File: src/rtl/mole_pkg.sv
// mole_pkg: shared types and constants for the hit-the-target game block.
//   mole_state_e : target FSM states (MOLE_IDLE, MOLE_LIT)
//   TIMER_W      : width of the LED window timer
package mole_pkg;

    typedef enum logic [0:0] {
        MOLE_IDLE = 1'b0,
        MOLE_LIT  = 1'b1
    } mole_state_e;

    localparam int TIMER_W = 32;

endpackage

File: src/rtl/mole_target_button_debounce.sv
// button_debounce: turns a raw asynchronous push button into a single-cycle
// press pulse.
//   clk       in  system clock (rising edge)
//   rst_n     in  asynchronous active-low reset
//   button_i  in  raw active-high button
//   press_o   out one-cycle pulse per debounced rising edge
// Path: 2-flop synchronizer -> level debouncer (DB_CYCLES of stability)
// -> registered rising-edge detector.
module button_debounce #(
    parameter int DB_CYCLES = 1_000_000
) (
    input  logic clk,
    input  logic rst_n,
    input  logic button_i,
    output logic press_o
);

    localparam int CNT_W = (DB_CYCLES > 1) ? $clog2(DB_CYCLES) : 1;

    logic             sync1_q;
    logic             sync2_q;
    logic             db_q;
    logic             db_d;
    logic             db_dly_q;
    logic             press_q;
    logic [CNT_W-1:0] cnt_q;
    logic [CNT_W-1:0] cnt_d;

    // The counter tracks how long the synchronized input has disagreed with
    // the debounced level; any agreement restarts the count.
    always_comb begin
        db_d  = db_q;
        cnt_d = cnt_q;
        if (sync2_q == db_q) begin
            cnt_d = '0;
        end else if (cnt_q == CNT_W'(DB_CYCLES - 1)) begin
            db_d  = sync2_q;
            cnt_d = '0;
        end else begin
            cnt_d = cnt_q + CNT_W'(1);
        end
    end

    always_ff @(posedge clk or negedge rst_n) begin
        if (!rst_n) begin
            sync1_q  <= 1'b0;
            sync2_q  <= 1'b0;
            db_q     <= 1'b0;
            db_dly_q <= 1'b0;
            press_q  <= 1'b0;
            cnt_q    <= '0;
        end else begin
            sync1_q  <= button_i;
            sync2_q  <= sync1_q;
            db_q     <= db_d;
            cnt_q    <= cnt_d;
            db_dly_q <= db_q;
            press_q  <= db_q & ~db_dly_q;
        end
    end

    assign press_o = press_q;

endmodule

File: src/rtl/mole_target.sv
// mole_target: lights a target LED for ON_CYCLES after each accepted spawn and
// scores a hit (debounced press inside the window) or a miss (window expiry).
//   clk, rst_n   clock, asynchronous active-low reset
//   enable       game running; low forces IDLE with no scoring
//   spawn        single-cycle spawn request (ignored while lit)
//   button       raw asynchronous push button
//   score_clr    synchronous score clear (beats any increment/decrement)
//   led          target lit
//   hit/miss     one-cycle pulses, coincident with the led falling
//   whiff        one-cycle pulse on a press with no target lit
//   score        saturating score, SCORE_W bits
// Build option MOLE_PENALTY_EN: when defined, a whiff pulses `whiff` and
// decrements the score (saturating at 0); otherwise `whiff` is tied low and
// presses in IDLE do nothing.
module mole_target
    import mole_pkg::*;
#(
    parameter int ON_CYCLES = 100_000_000,
    parameter int DB_CYCLES = 1_000_000,
    parameter int SCORE_W   = 8
) (
    input  logic               clk,
    input  logic               rst_n,
    input  logic               enable,
    input  logic               spawn,
    input  logic               button,
    input  logic               score_clr,
    output logic               led,
    output logic               hit,
    output logic               miss,
    output logic               whiff,
    output logic [SCORE_W-1:0] score
);

    localparam logic [SCORE_W-1:0] SCORE_MAX = '1;
    localparam logic [TIMER_W-1:0] TIMER_END = TIMER_W'(ON_CYCLES - 1);

    logic               press;
    mole_state_e        state_q, state_d;
    logic [TIMER_W-1:0] timer_q, timer_d;
    logic               led_q, led_d;
    logic               hit_q, hit_d;
    logic               miss_q, miss_d;
    logic               whiff_q, whiff_d;
    logic [SCORE_W-1:0] score_q, score_d;

    button_debounce #(
        .DB_CYCLES (DB_CYCLES)
    ) u_button_debounce (
        .clk      (clk),
        .rst_n    (rst_n),
        .button_i (button),
        .press_o  (press)
    );

    always_comb begin
        state_d = state_q;
        timer_d = timer_q;
        led_d   = led_q;
        hit_d   = 1'b0;
        miss_d  = 1'b0;
        whiff_d = 1'b0;
        score_d = score_q;

        if (!enable) begin
            state_d = MOLE_IDLE;
            timer_d = '0;
            led_d   = 1'b0;
        end else begin
            case (state_q)
                MOLE_IDLE: begin
                    // A press coinciding with an accepted spawn is dropped.
                    if (spawn) begin
                        state_d = MOLE_LIT;
                        timer_d = '0;
                        led_d   = 1'b1;
                    end else if (press) begin
`ifdef MOLE_PENALTY_EN
                        whiff_d = 1'b1;
                        if (score_q != '0) begin
                            score_d = score_q - SCORE_W'(1);
                        end
`else
                        // No penalty: a press with no target is harmless.
                        whiff_d = 1'b0;
`endif
                    end
                end
                MOLE_LIT: begin
                    // Press is tested first so it wins on the final cycle.
                    if (press) begin
                        state_d = MOLE_IDLE;
                        timer_d = '0;
                        led_d   = 1'b0;
                        hit_d   = 1'b1;
                        if (score_q != SCORE_MAX) begin
                            score_d = score_q + SCORE_W'(1);
                        end
                    end else if (timer_q == TIMER_END) begin
                        state_d = MOLE_IDLE;
                        timer_d = '0;
                        led_d   = 1'b0;
                        miss_d  = 1'b1;
                    end else begin
                        timer_d = timer_q + TIMER_W'(1);
                    end
                end
                default: begin
                    state_d = MOLE_IDLE;
                    timer_d = '0;
                    led_d   = 1'b0;
                end
            endcase
        end

        if (score_clr) begin
            score_d = '0;
        end
    end

    always_ff @(posedge clk or negedge rst_n) begin
        if (!rst_n) begin
            state_q <= MOLE_IDLE;
            timer_q <= '0;
            led_q   <= 1'b0;
            hit_q   <= 1'b0;
            miss_q  <= 1'b0;
            whiff_q <= 1'b0;
            score_q <= '0;
        end else begin
            state_q <= state_d;
            timer_q <= timer_d;
            led_q   <= led_d;
            hit_q   <= hit_d;
            miss_q  <= miss_d;
            whiff_q <= whiff_d;
            score_q <= score_d;
        end
    end

    assign led   = led_q;
    assign hit   = hit_q;
    assign miss  = miss_q;
    assign score = score_q;

`ifdef MOLE_PENALTY_EN
    assign whiff = whiff_q;
`else
    assign whiff = 1'b0;
`endif

endmodule

File: config.mk
export PLATFORM = sky130hd
export DESIGN_NAME = mole_target
export DESIGN_NICKNAME = d
export VERILOG_FILES = /design/src/rtl/mole_pkg.sv /design/src/rtl/mole_target_button_debounce.sv /design/src/rtl/mole_target.sv
export SDC_FILE = /design/constraint.sdc
export NUM_CORES = 1
export LEC_CHECK = 0
export CORE_ASPECT_RATIO = 0.75
export CORE_MARGIN = 2
export CORE_UTILIZATION = 42
export DETAILED_ROUTE_END_ITERATION = 7
export PLACE_DENSITY = 0.59
export RECOVER_POWER = 25
export SLEW_MARGIN = 20
export SYNTH_ARGS = -nofsm -noshare
export SYNTH_HDL_FRONTEND = slang
export SYNTH_SLANG_ARGS = --single-unit
export TNS_END_PERCENT = 100
File: constraint.sdc
create_clock -name clk -period 3.2 [get_ports clk]
set_input_delay 0.96 -clock clk [delete_from_list [all_inputs] [get_ports clk]]
set_output_delay 0.96 -clock clk [all_outputs]
set_load 0.03 [all_outputs]
# == Word-level counts from Yosys, hierarchy flattened ==
# Cells that the tools add are included.
# word_totals
elab_cells,61
register_bits,69
# op_classes
n_eq_ne,6
bitwise,4
add_sub_neg,3
n_mux,29
reduce_logical,7
# op_table
operator,count
two-way mux 32 bit,4
one-hot mux 32 bit (2 select lines),1
two-way mux 20 bit,2
two-way mux 8 bit,5
adder 32 x 1 -> 32 bit (second input constant),1
== test 32 x 27 -> 1 bit (second input constant),1
adder 20 x 1 -> 20 bit (second input constant),1
== test 20 bit (second input constant),1
two-way mux 1 bit,15
adder 8 x 1 -> 8 bit (second input constant),1
!= test 8 bit (second input constant),1
nonzero test 2 bit,4
!= test 4 x 2 -> 1 bit (second input constant),1
one-hot mux 1 bit (2 select lines),2
AND reduction 2 bit,2
AND reduction 4 bit,1
!= test 3 bit (second input constant),1
inverter 1 bit,3
bitwise AND 1 bit,1
== test 1 bit,1

# == Depth between registers and ports, before layout ==
# logic_depth
depth_word,6
depth_mapped,7

# == By module ==
# A second synthesis with hierarchy kept.
# unflattened
hier_cells,333
area_unflattened_um2,3339.5
# by_module_without_submodules
module,n_inst,area_per_inst_um2,cells_each
mole_target,1,2168.3,222
button_debounce,1,1171.1,111

# == Least setup slack after synthesis ==
# No wires, ideal clock.
# synth_path
path_type,input -> register
from,input enable
to,register timer_q[25]
t_arrival_ns,2.429
path_stages,5
required_time_ns,3.117
setup_ns,0.083
slack_ns,0.688
cell_sequence,nor3b_2 > or4_4 > buf_6 > or4_1 > a22oi_2
# synth_between
elab_chain_len,1
# synth_rtl
element,line_no,text
start: declaration,mole_target.sv:24,"input logic enable,"
!= test 3 bit (no source line) or two-way mux 32 bit (tied branches),-,
end signal: assignment,mole_target.sv:132,timer_q <= timer_d;
end: declaration,mole_target.sv:40,"logic [TIMER_W-1:0] timer_q, timer_d;"
# Several ways; a longest one is shown, not always the timed one.
# A chain may end at the register's enable or synchronous reset.

# == Worst setup path after layout ==
# layout_path
from,input enable
to,register timer_q[31]
# The elaborated chain is that of the path after synthesis.

==> impl_metrics.json <==
{
  "status": "finished, violations left",
  "violations": "capacitance limit, slew limit",
  "die_x_um": 111,
  "clk_pin_slew_worst_paths_ns": 0.06,
  "num_antenna_cells": 0,
  "ctsRootBufferMaster": "clkbuf_16",
  "rrSetupSlack_ns": 0.59,
  "io_pins": 18,
  "ys_warn_count": 0,
  "slew_viol_final": 70,
  "largest_register_ff_count": 32,
  "cts_hold_buffers": 0,
  "cts.sinks": 69,
  "synth_seq_cells": 69,
  "p_leak_nw": 1.61,
  "drt_wl_total_um": 7500,
  "first_pass_iters": 4,
  "end_kind": "flop",
  "cp_max_fo": 23,
  "critPathTopFamily": "simple AND/OR/NAND/NOR gates",
  "port_buffers": 16,
  "fin_worst_skew_ns": 0.00475,
  "tritoncts": "built",
  "syn_area_per_cell_sq_um": 9.95,
  "yosysSeqAreaShare_pct": 47.5,
  "critPathLaunchType": "primary input",
  "clockBufferDepth": 2,
  "wl_per_cell_um": 15.2,
  "synth_nets": 374,
  "grt_max_degree": 70,
  "final_antenna_net_count": 0,
  "fin_util_pct": 49.7,
  "crit_buf_inv": 1,
  "design.core.area_sq_um": 8420,
  "synthCells": 365,
  "final_cell_mix": "dfrtp_1, nand2_1, nor2_1, or4_1",
  "start_util_pct": 43.1,
  "r2r_start": "timer_q[0]",
  "syn-cell-area_sq_um": 3630,
  "slew-limit-headroom_pct": -13.7,
  "grt_usage_pct": 17.5,
  "synth_top_cells_by_area": "dfrtp_1, xnor2_1, o31ai_1",
  "post_cts_buffers": 0,
  "critPathRequiredTime_ns": 3.45,
  "grt_antenna_before_repair": 0,
  "regMostFlops": "timer_q",
  "power_density_nw_per_um2": 452,
  "finalHoldViolCount": 0,
  "cp.arrival_ns": 2.97,
  "critPathMaxStageDelay_ns": 0.66,
  "crit_start": "enable",
  "grt_pass1_vias": 2792,
  "core.rowCount": 29,
  "synth_top_area_cell": "dfrtp_1",
  "fin_crit_sh_pct": 85.1,
  "drive_gt1_share_pct": 12.4,
  "fin_setup_tns_ns": 0,
  "critPathKind": "primary input to flop",
  "rsz0062_at_grt": "no",
  "cts_made_buffers": 9,
  "num_vias": 2862,
  "worstMarginPinSlew_ns": 1.71,
  "cts_resized": 0,
  "htreeDepth": 3,
  "maxCapViolCount": 1,
  "fp.dieH_um": 84.5,
  "fin_nets": 390,
  "place_congestion": 0.768,
  "synth_cell_type_count": 47,
  "dp_hpwl_um": 4940,
  "insertion_delay_ns": 0.33,
  "synth_top_area_share_pct": 47.5,
  "die-area_sq_um": 9420,
  "layout_commonest_cell": "dfrtp_1",
  "worstPathCellList": "clkdlybuf4s50_1 > nor3b_2 > or4_4 > or4_1 > a22oi_1",
  "grt_overflow": 0,
  "grt_pass1_wl_um": 13200,
  "first_iter_violations": 161,
  "worstHoldStart": "u_button_debounce.sync1_q",
  "finalSetupViolations": 0,
  "area_growth_pct": 15.3,
  "max-vdd-ir-drop_mv": 0.333,
  "cp_slowest_cell": "or4_4",
  "route.detailed.drc": 0,
  "post-route-min-period_ns": 2.72,
  "drt-vias-per-instance": 5.79,
  "max_freq_mhz": 367,
  "hp-class": "flop to flop"
}
## synthesized netlist by cell type, drive strengths merged
cell	number
or3	12
nor3	6
xor2	7
nand4	15
and4	3
mux2	2
or3b	1
xnor2	17
inv	11
nand2	29
a311oi	1
nand3	17
nor4b	3
o31a	1
or4	24
a41oi	1
a2111oi	2
dfrtp	69
o2bb2a	1
a22oi	21
o21ai	15
and3	7
buf	9
clkbuf	10
and2	3
nor4	6
o41ai	2
nor3b	1
nand4bb	1
and3b	1
o31ai	18
ha	3
conb	1
nor2b	3
a31o	1
a21oi	17
mux2i	1
nor2	21
or2	2
## through the flow
step | area (sq um) | total power [mW] | instances | hold WS, ns | worst slack (ns)
floorplan | 3630 | 0.947 | 365 | 0.331 | 0.688
finish | 4190 | 1.89 | 494 | 0.376 | 0.476
CTS | 4200 | 1.93 | 494 | 0.368 | 0.481
global placement | 3930 | 0.996 | 478 | 0.356 | 0.149
detailed placement | 3930 | 0.996 | 478 | 0.354 | 0.114
global route | 4190 | 1.97 | 494 | 0.380 | 0.301
## path summary, 6_finish.rpt
kind                                                     to  depth (start not counted)
worst max-delay path                            timer_q[31]                          5
worst min-delay path              u_button_debounce.sync2_q                          0
worst max register to register                  timer_q[31]                          6
worst min register to register    u_button_debounce.sync2_q                          0
max in group asynchronous       u_button_debounce.cnt_q[19]                          2
min in group asynchronous                       timer_q[30]                          2
## cells by family after synthesis
family	share of synthesized area, %
other cells	0.103
simple gates	25.3
compound gates	15.6
mux	0.896
buf+inv	3.79
xor+xnor	5.79
fa+ha+maj	1.03
flops	47.5
## power breakdown
part           leakage (nW)  total, mW  internal [mW]  switching, mW
sequential            0.954      0.891          0.882        0.00931
clock                 0.132      0.919          0.526          0.393
combinational         0.524     0.0835         0.0251         0.0585
total                  1.61       1.89           1.43          0.460
## routing by layer
layer,vias to the layer above,global-route usage (%),part of all wire [%]
li1,1408,-,-
met1,1399,24.2,51
met2,44,26.6,44
met3,11,5.05,3.9
met4,0,5.72,1.3
met5,-,0,0
## area by class of cell
| cell class | count | area (sq um) |
|---|---|---|
| Fill cell | 797 | 4230 |
| Multi-Input combinational cell | 266 | 1780 |
| Sequential cell | 69 | 1730 |
| Clock buffer | 9 | 225 |
| Timing Repair Buffer | 24 | 225 |
| Tap cell | 108 | 135 |
| Clock inverter | 7 | 51.3 |
| Inverter | 11 | 41.3 |
(Power assumes the default switching activity.)
